`config.mk`:
```
export PLATFORM = sky130hd
export DESIGN_NAME = r_id_restorer
export DESIGN_NICKNAME = d
export VERILOG_FILES = /design/src/rtl/rob_pkg.sv /design/src/rtl/rob_skid_buffer.sv /design/src/rtl/r_id_restorer.sv
export SDC_FILE = /design/constraint.sdc
export NUM_CORES = 1
export LEC_CHECK = 0
export CAP_MARGIN = 20
export CELL_PAD_IN_SITES_DETAIL_PLACEMENT = 1
export CELL_PAD_IN_SITES_GLOBAL_PLACEMENT = 1
export CORE_MARGIN = 1.5
export CORE_UTILIZATION = 41
export CTS_CLUSTER_DIAMETER = 50
export DETAILED_ROUTE_END_ITERATION = 10
export HOLD_SLACK_MARGIN = 0.06
export PLACE_DENSITY_LB_ADDON = 0.15
export SETUP_SLACK_MARGIN = 0.2
export SYNTH_ARGS = -nofsm -noshare
export SYNTH_HDL_FRONTEND = slang
export SYNTH_HIERARCHICAL = 1
export SYNTH_SLANG_ARGS = --single-unit
export TNS_END_PERCENT = 5
```
`constraint.sdc`:
```
create_clock -name clk -period 3.2 [get_ports clk]
set_input_delay 0.8 -clock clk [delete_from_list [all_inputs] [get_ports clk]]
set_output_delay 0.8 -clock clk [all_outputs]
set_load 0.005 [all_outputs]
```
`src/rtl/rob_pkg.sv`:
```
// Shared types for the reorder-buffer read path: beat struct, buffer states,
// and the unique-ID width derivation used by the allocator and its consumers.
package rob_pkg;

    localparam int ID_W   = 4;
    localparam int DATA_W = 32;

    // Allocator IDs are {row, col}, each clog2(clog2(capacity)) bits wide.
    function automatic int uid_w(input int max_outstanding);
        int l2;
        l2 = $clog2(max_outstanding);
        return 2 * $clog2(l2);
    endfunction

    typedef struct packed {
        logic [ID_W-1:0]   id;
        logic [DATA_W-1:0] data;
        logic [1:0]        resp;
        logic              last;
    } r_beat_t;

    typedef enum logic [1:0] {
        BUF_EMPTY = 2'd0,
        BUF_ONE   = 2'd1,
        BUF_TWO   = 2'd2
    } buf_state_t;

endpackage

```
`src/rtl/rob_skid_buffer.sv`:
```
// Two-entry FIFO-ordered valid/ready buffer of r_beat_t; the output is always
// the head register, so it holds stable under backpressure.
module rob_skid_buffer
    import rob_pkg::*;
(
    input  logic       clk,
    input  logic       rst,
    input  logic       i_valid,
    output logic       o_ready,
    input  r_beat_t    i_beat,
    output logic       o_valid,
    input  logic       i_ready,
    output r_beat_t    o_beat,
    output buf_state_t o_state
);

    // Handshake: a transfer happens on a side exactly when valid & ready are
    // both high in the same cycle; ready is a pure decode of registered state.

    buf_state_t r_state;
    buf_state_t w_next_state;
    r_beat_t    r_head;
    r_beat_t    r_tail;
    logic       w_push;
    logic       w_pop;

    assign o_ready = (r_state != BUF_TWO);
    assign o_valid = (r_state != BUF_EMPTY);
    assign o_beat  = r_head;
    assign o_state = r_state;
    assign w_push  = i_valid & o_ready;
    assign w_pop   = o_valid & i_ready;

    always_ff @(posedge clk or posedge rst) begin
        if (rst) begin
            r_state <= BUF_EMPTY;
        end else begin
            r_state <= w_next_state;
        end
    end

    always_comb begin
        w_next_state = r_state;
        case (r_state)
            BUF_EMPTY: begin
                if (w_push) begin
                    w_next_state = BUF_ONE;
                end
            end
            BUF_ONE: begin
                if (w_push && !w_pop) begin
                    w_next_state = BUF_TWO;
                end else if (w_pop && !w_push) begin
                    w_next_state = BUF_EMPTY;
                end
            end
            BUF_TWO: begin
                if (w_pop) begin
                    w_next_state = BUF_ONE;
                end
            end
            default: w_next_state = BUF_EMPTY;
        endcase
    end

    // The head is loaded by a push into an empty (or draining) head slot;
    // the tail only ever fills when the head is occupied and not popping.
    always_ff @(posedge clk or posedge rst) begin
        if (rst) begin
            r_head <= '0;
            r_tail <= '0;
        end else begin
            case (r_state)
                BUF_EMPTY: begin
                    if (w_push) begin
                        r_head <= i_beat;
                    end
                end
                BUF_ONE: begin
                    if (w_push && w_pop) begin
                        r_head <= i_beat;
                    end else if (w_push) begin
                        r_tail <= i_beat;
                    end
                end
                BUF_TWO: begin
                    if (w_pop) begin
                        r_head <= r_tail;
                    end
                end
                default: begin
                    r_head <= r_head;
                end
            endcase
        end
    end

endmodule

```
`src/rtl/r_id_restorer.sv`:
```
// Read-response stage behind the ID allocator: restores original IDs, frees
// unique IDs on last beats, buffers toward the master and keeps statistics.
module r_id_restorer
    import rob_pkg::*;
#(
    parameter int ID_WIDTH        = 4,
    parameter int DATA_WIDTH      = 32,
    parameter int MAX_OUTSTANDING = 16,
    parameter int CNT_WIDTH       = 16
) (
    input  logic                  clk,
    input  logic                  rst,
    input  logic                  s_rvalid,
    output logic                  s_rready,
    input  logic [ID_WIDTH-1:0]   s_rid,
    input  logic [DATA_WIDTH-1:0] s_rdata,
    input  logic [1:0]            s_rresp,
    input  logic                  s_rlast,
    output logic                  m_rvalid,
    input  logic                  m_rready,
    output logic [ID_WIDTH-1:0]   m_rid,
    output logic [DATA_WIDTH-1:0] m_rdata,
    output logic [1:0]            m_rresp,
    output logic                  m_rlast,
    output logic                  free_req,
    output logic [ID_WIDTH-1:0]   unique_id_to_free,
    input  logic [ID_WIDTH-1:0]   restored_id,
    output logic [CNT_WIDTH-1:0]  burst_cnt,
    output logic [CNT_WIDTH-1:0]  err_cnt,
    output logic                  bad_id_err
);

    localparam int UID_W = uid_w(MAX_OUTSTANDING);
    localparam logic [CNT_WIDTH-1:0] CNT_MAX = '1;

    logic       w_accept;
    logic       w_in_ready;
    logic       w_upper_nz;
    logic [ID_WIDTH-1:0] w_upper;
    r_beat_t    w_in_beat;
    r_beat_t    w_out_beat;
    buf_state_t w_buf_state;

    logic [CNT_WIDTH-1:0] r_burst_cnt;
    logic [CNT_WIDTH-1:0] r_err_cnt;
    logic                 r_bad_id_err;

    assign s_rready          = w_in_ready;
    assign w_accept          = s_rvalid & w_in_ready;
    assign unique_id_to_free = s_rid;
    assign free_req          = w_accept & s_rlast;

    // Shift form keeps this legal even when UID_W covers the whole ID.
    assign w_upper    = s_rid >> UID_W;
    assign w_upper_nz = |w_upper;

    // restored_id is captured now, while the allocator row is still bound.
    assign w_in_beat.id   = restored_id;
    assign w_in_beat.data = s_rdata;
    assign w_in_beat.resp = s_rresp;
    assign w_in_beat.last = s_rlast;

    rob_skid_buffer u_buf (
        .clk     (clk),
        .rst     (rst),
        .i_valid (s_rvalid),
        .o_ready (w_in_ready),
        .i_beat  (w_in_beat),
        .o_valid (m_rvalid),
        .i_ready (m_rready),
        .o_beat  (w_out_beat),
        .o_state (w_buf_state)
    );

    assign m_rid   = w_out_beat.id;
    assign m_rdata = w_out_beat.data;
    assign m_rresp = w_out_beat.resp;
    assign m_rlast = w_out_beat.last;

    always_ff @(posedge clk or posedge rst) begin
        if (rst) begin
            r_burst_cnt  <= '0;
            r_err_cnt    <= '0;
            r_bad_id_err <= 1'b0;
        end else if (w_accept) begin
            if (s_rlast && (r_burst_cnt != CNT_MAX)) begin
                r_burst_cnt <= r_burst_cnt + 1'b1;
            end
            if (s_rresp[1] && (r_err_cnt != CNT_MAX)) begin
                r_err_cnt <= r_err_cnt + 1'b1;
            end
            if (w_upper_nz) begin
                r_bad_id_err <= 1'b1;
            end
        end
    end

    assign burst_cnt  = r_burst_cnt;
    assign err_cnt    = r_err_cnt;
    assign bad_id_err = r_bad_id_err;

endmodule

```
==> impl_results.md <==
* Final RePlAce weighted congestion at 0.743
* WS Path Type: in -> out
* Routed wire length at 11700 µm
* Maxcap violations at 0
* CTS buffer count at 9
* Worst-path maximum fanout at 7
* DR WL/cell at 17.3 µm
* Vias in the first global route at 3800
* Largest net degree at the start of global routing at 39
* Syn nets at 431
* Number of remaining DRC errors at 0
* #FFs+latches synth at 112
* Setup bufs post-CTS at 0
* Tightest Pin Transition at 635 ps
* Tcrit/Tclk final at 90.6%
* Seq/Total Area, Yosys at 51.0%
* Starting DRT DRC Count at 109
* Final Power at 5.93 mW
* Core region area at 13200 µm²
* H-tree Lvls at 3
* Worst endpoint data arrival time at 2100 ps
* Final slew viol count at 0
* Worst Setup Slack post-DPL at 181 ps
* Syn Area/Cell at 14.5 µm²
* Routed via count at 3409
* DIE AREA at 14100 µm²
* CTS max path bufs at 2
* Port bufs at 116
* CTS tree: yes
* Final hold violations at 0
* Fraction of layout cells with a size suffix above 1 at 31.5%
* Met2 Resource Use GR at 30.1%
* Top FF cell, synth: dfrtp_1
* Syn Inst Count at 380
* Clock Sinks at 112
* Status: completed
* Antenna violations before repair at 0
* GR Util met3 at 6.08%
* CP required at 2400 ps
* Hold Slack at 505 ps
* GR Util All Layers at 18.0%
* Crit. End Element: output pin
* Routed vias/inst at 5.03
* Final Critical Period at 2900 ps
* Ys Warns at 6
* Startpoint Class: input pin
* Worst setup margin at 302 ps
* Final setup vio count at 0
* Number of fillers in the final layout at 1311
* Ant. Diodes at 0
* Worst hold path type: reg -> reg
* Async S/R FF share, synth at 100%
* Initial cell density of the core at 41.7%
* Post-route ant nets at 0
* First-pass GRT wire length at 20000 µm
* Gr busiest metal: met2
* Post-synth cell types at 46
* Leak pwr at 3.23 nW
* Die W at 119 µm
* Layout Nets at 550
* Post-synth EDFFs at 0
* Reg area at 2800 µm²
* Power density over cell area at 835 nW/µm²
* Fin area at 7110 µm²
* Met1 usage at 22.7%
* Area after DPL at 6850 µm²
* Setup TNS at 0 ps
* Max Freq at 0.345 GHz
* Clock latency on the worst-skew pair at 350 ps
* Area grow syn2layout at 29.3%
* RSZ-0062 raised after global routing: false
* FP Rows at 42
* Height of the die at 119 µm
* Worst IR Drop VDD at 0.293 mV
* Pre-Repair DR Iteration Count at 4
* Dpl hpwl at 8280 µm
* Rel. slew slack at 57.6%
* Post-Synthesis Cell Area at 5500 µm²
* Clock Skew at 5.72 ps
* Area of the multi-input gates at 2510 µm²
* Clock transition at the registers of the reported paths at 70 ps
* Remaining Overflow, GRT at 0
* I/O pin total at 126
* Root buffer cell: clkbuf_16
[critical path, cell delays in order]
cell	delay (ps)
clkdlybuf4s50_1	510
nand3_2	140
inv_1	130
clkdlybuf4s50_1	510
[cell type report]
cell class | count | area share, %
inverter | 9 | 0.493
clock inverter | 1 | 0.0704
clock buffer | 13 | 3.52
sequential | 112 | 39.4
timing repair buffer | 127 | 18.0
tap | 176 | 3.10
multi-input combinational | 240 | 35.4
[flip-flops by register name (all words and copies together) (netlist names)]
| signal | flops |
|---|---|
| burst_cnt | 16 |
| err_cnt | 16 |
| u_buf/o_beat | 39 |
| u_buf/o_state | 2 |
| u_buf/r_tail | 39 |
[layout by cell type (no fill, tap or decap), types with 3 or more instances in the layout]
master and count:
clkdlybuf4s50_1 115, dfrtp_1 112, mux2_4 75, mux2_2 44, xor2_1 20, nand2_1 13
nor3_1 9, clkbuf_16 9, nand3_1 8, inv_1 8, buf_4 8, nand4_1 7
nor2_1 6, xnor2_1 6, a21oi_1 5, nor4_1 4, ha_1 4, o21ai_0 3
clkbuf_1 3, buf_12 3
[logic make-up after synthesis]
kind of cell	after synthesis	synth area share, %
adder cells (fa/ha/maj)	4	0.910
AND/OR/NAND/NOR	71	8.38
multiplexers	121	29.9
XOR/XNOR	26	4.14
AO/OA/AOI/OAI	17	2.05
buffers and inverters	28	3.62
flip-flops	112	51.0
other	1	0.0682
[through the flow]
stage                     std cells  util [%]
final                           678      53.9
after detailed placement        664      52.0
after global placement          664      52.0
after floorplan                 380         -
after CTS                       678      53.9
after global routing            678      53.9
[layer usage]
metal	part of all wire, %	up-vias
met1	44	1750
met3	4.8	8
met5	0	-
met2	50	72
met4	0.95	0
li1	-	1579
[repair_timing]
action | 4_1_cts | 5_1_grt
hold buffers | 0 | 0
endpoints found under the setup margin | 1 | 0
gates resized for setup | 1 | 0
[synth_stat cells, types with 2 or more instances]
cell,count,area [µm²]
nor2_1,6,22.5
inv_1,9,33.8
buf_4,7,52.6
dfrtp_1,112,2800
nor4_2,2,25.0
nand4_1,7,43.8
nor4_4,2,42.5
mux2i_1,2,20.0
mux2_4,75,1130
nand4_2,2,25.0
and2_1,2,12.5
o21ai_0,3,15.0
buf_6,6,67.6
nand3_1,8,40.0
mux2_2,44,495
nor4_1,4,25.0
xnor2_1,6,52.6
a211oi_1,2,15.0
buf_2,5,25.0
nand2_1,14,52.6
xor2_1,20,175
a31oi_1,2,12.5
and4_1,2,17.5
ha_1,4,50.1
a21oi_1,5,25.0
nor3_1,9,45.0
[path summary, 6_finish.rpt]
path                       depth (start not counted)              from          endpoint  slack, ps
max                                                4           s_rlast          free_req        300
min                                                1  u_buf/r_tail[26]  u_buf/r_tail[26]        510
max reg2reg                                        6  u_buf/o_state[0]  u_buf/o_beat[28]        960
min reg2reg                                        1  u_buf/r_tail[26]  u_buf/r_tail[26]        510
max in group asynchronous                          3               rst  u_buf/o_beat[17]       1780
min in group asynchronous                          2               rst  u_buf/o_beat[26]        790
[report_power, final]
group	leakage, nW	total [mW]	internal (mW)	switching (mW)
sequential	1.36	2.44	2.02	0.420
combinational	1.74	2.47	1.67	0.794
clock	0.126	1.03	0.541	0.485
total	3.23	5.93	4.23	1.70
(Power assumes the default switching activity.)
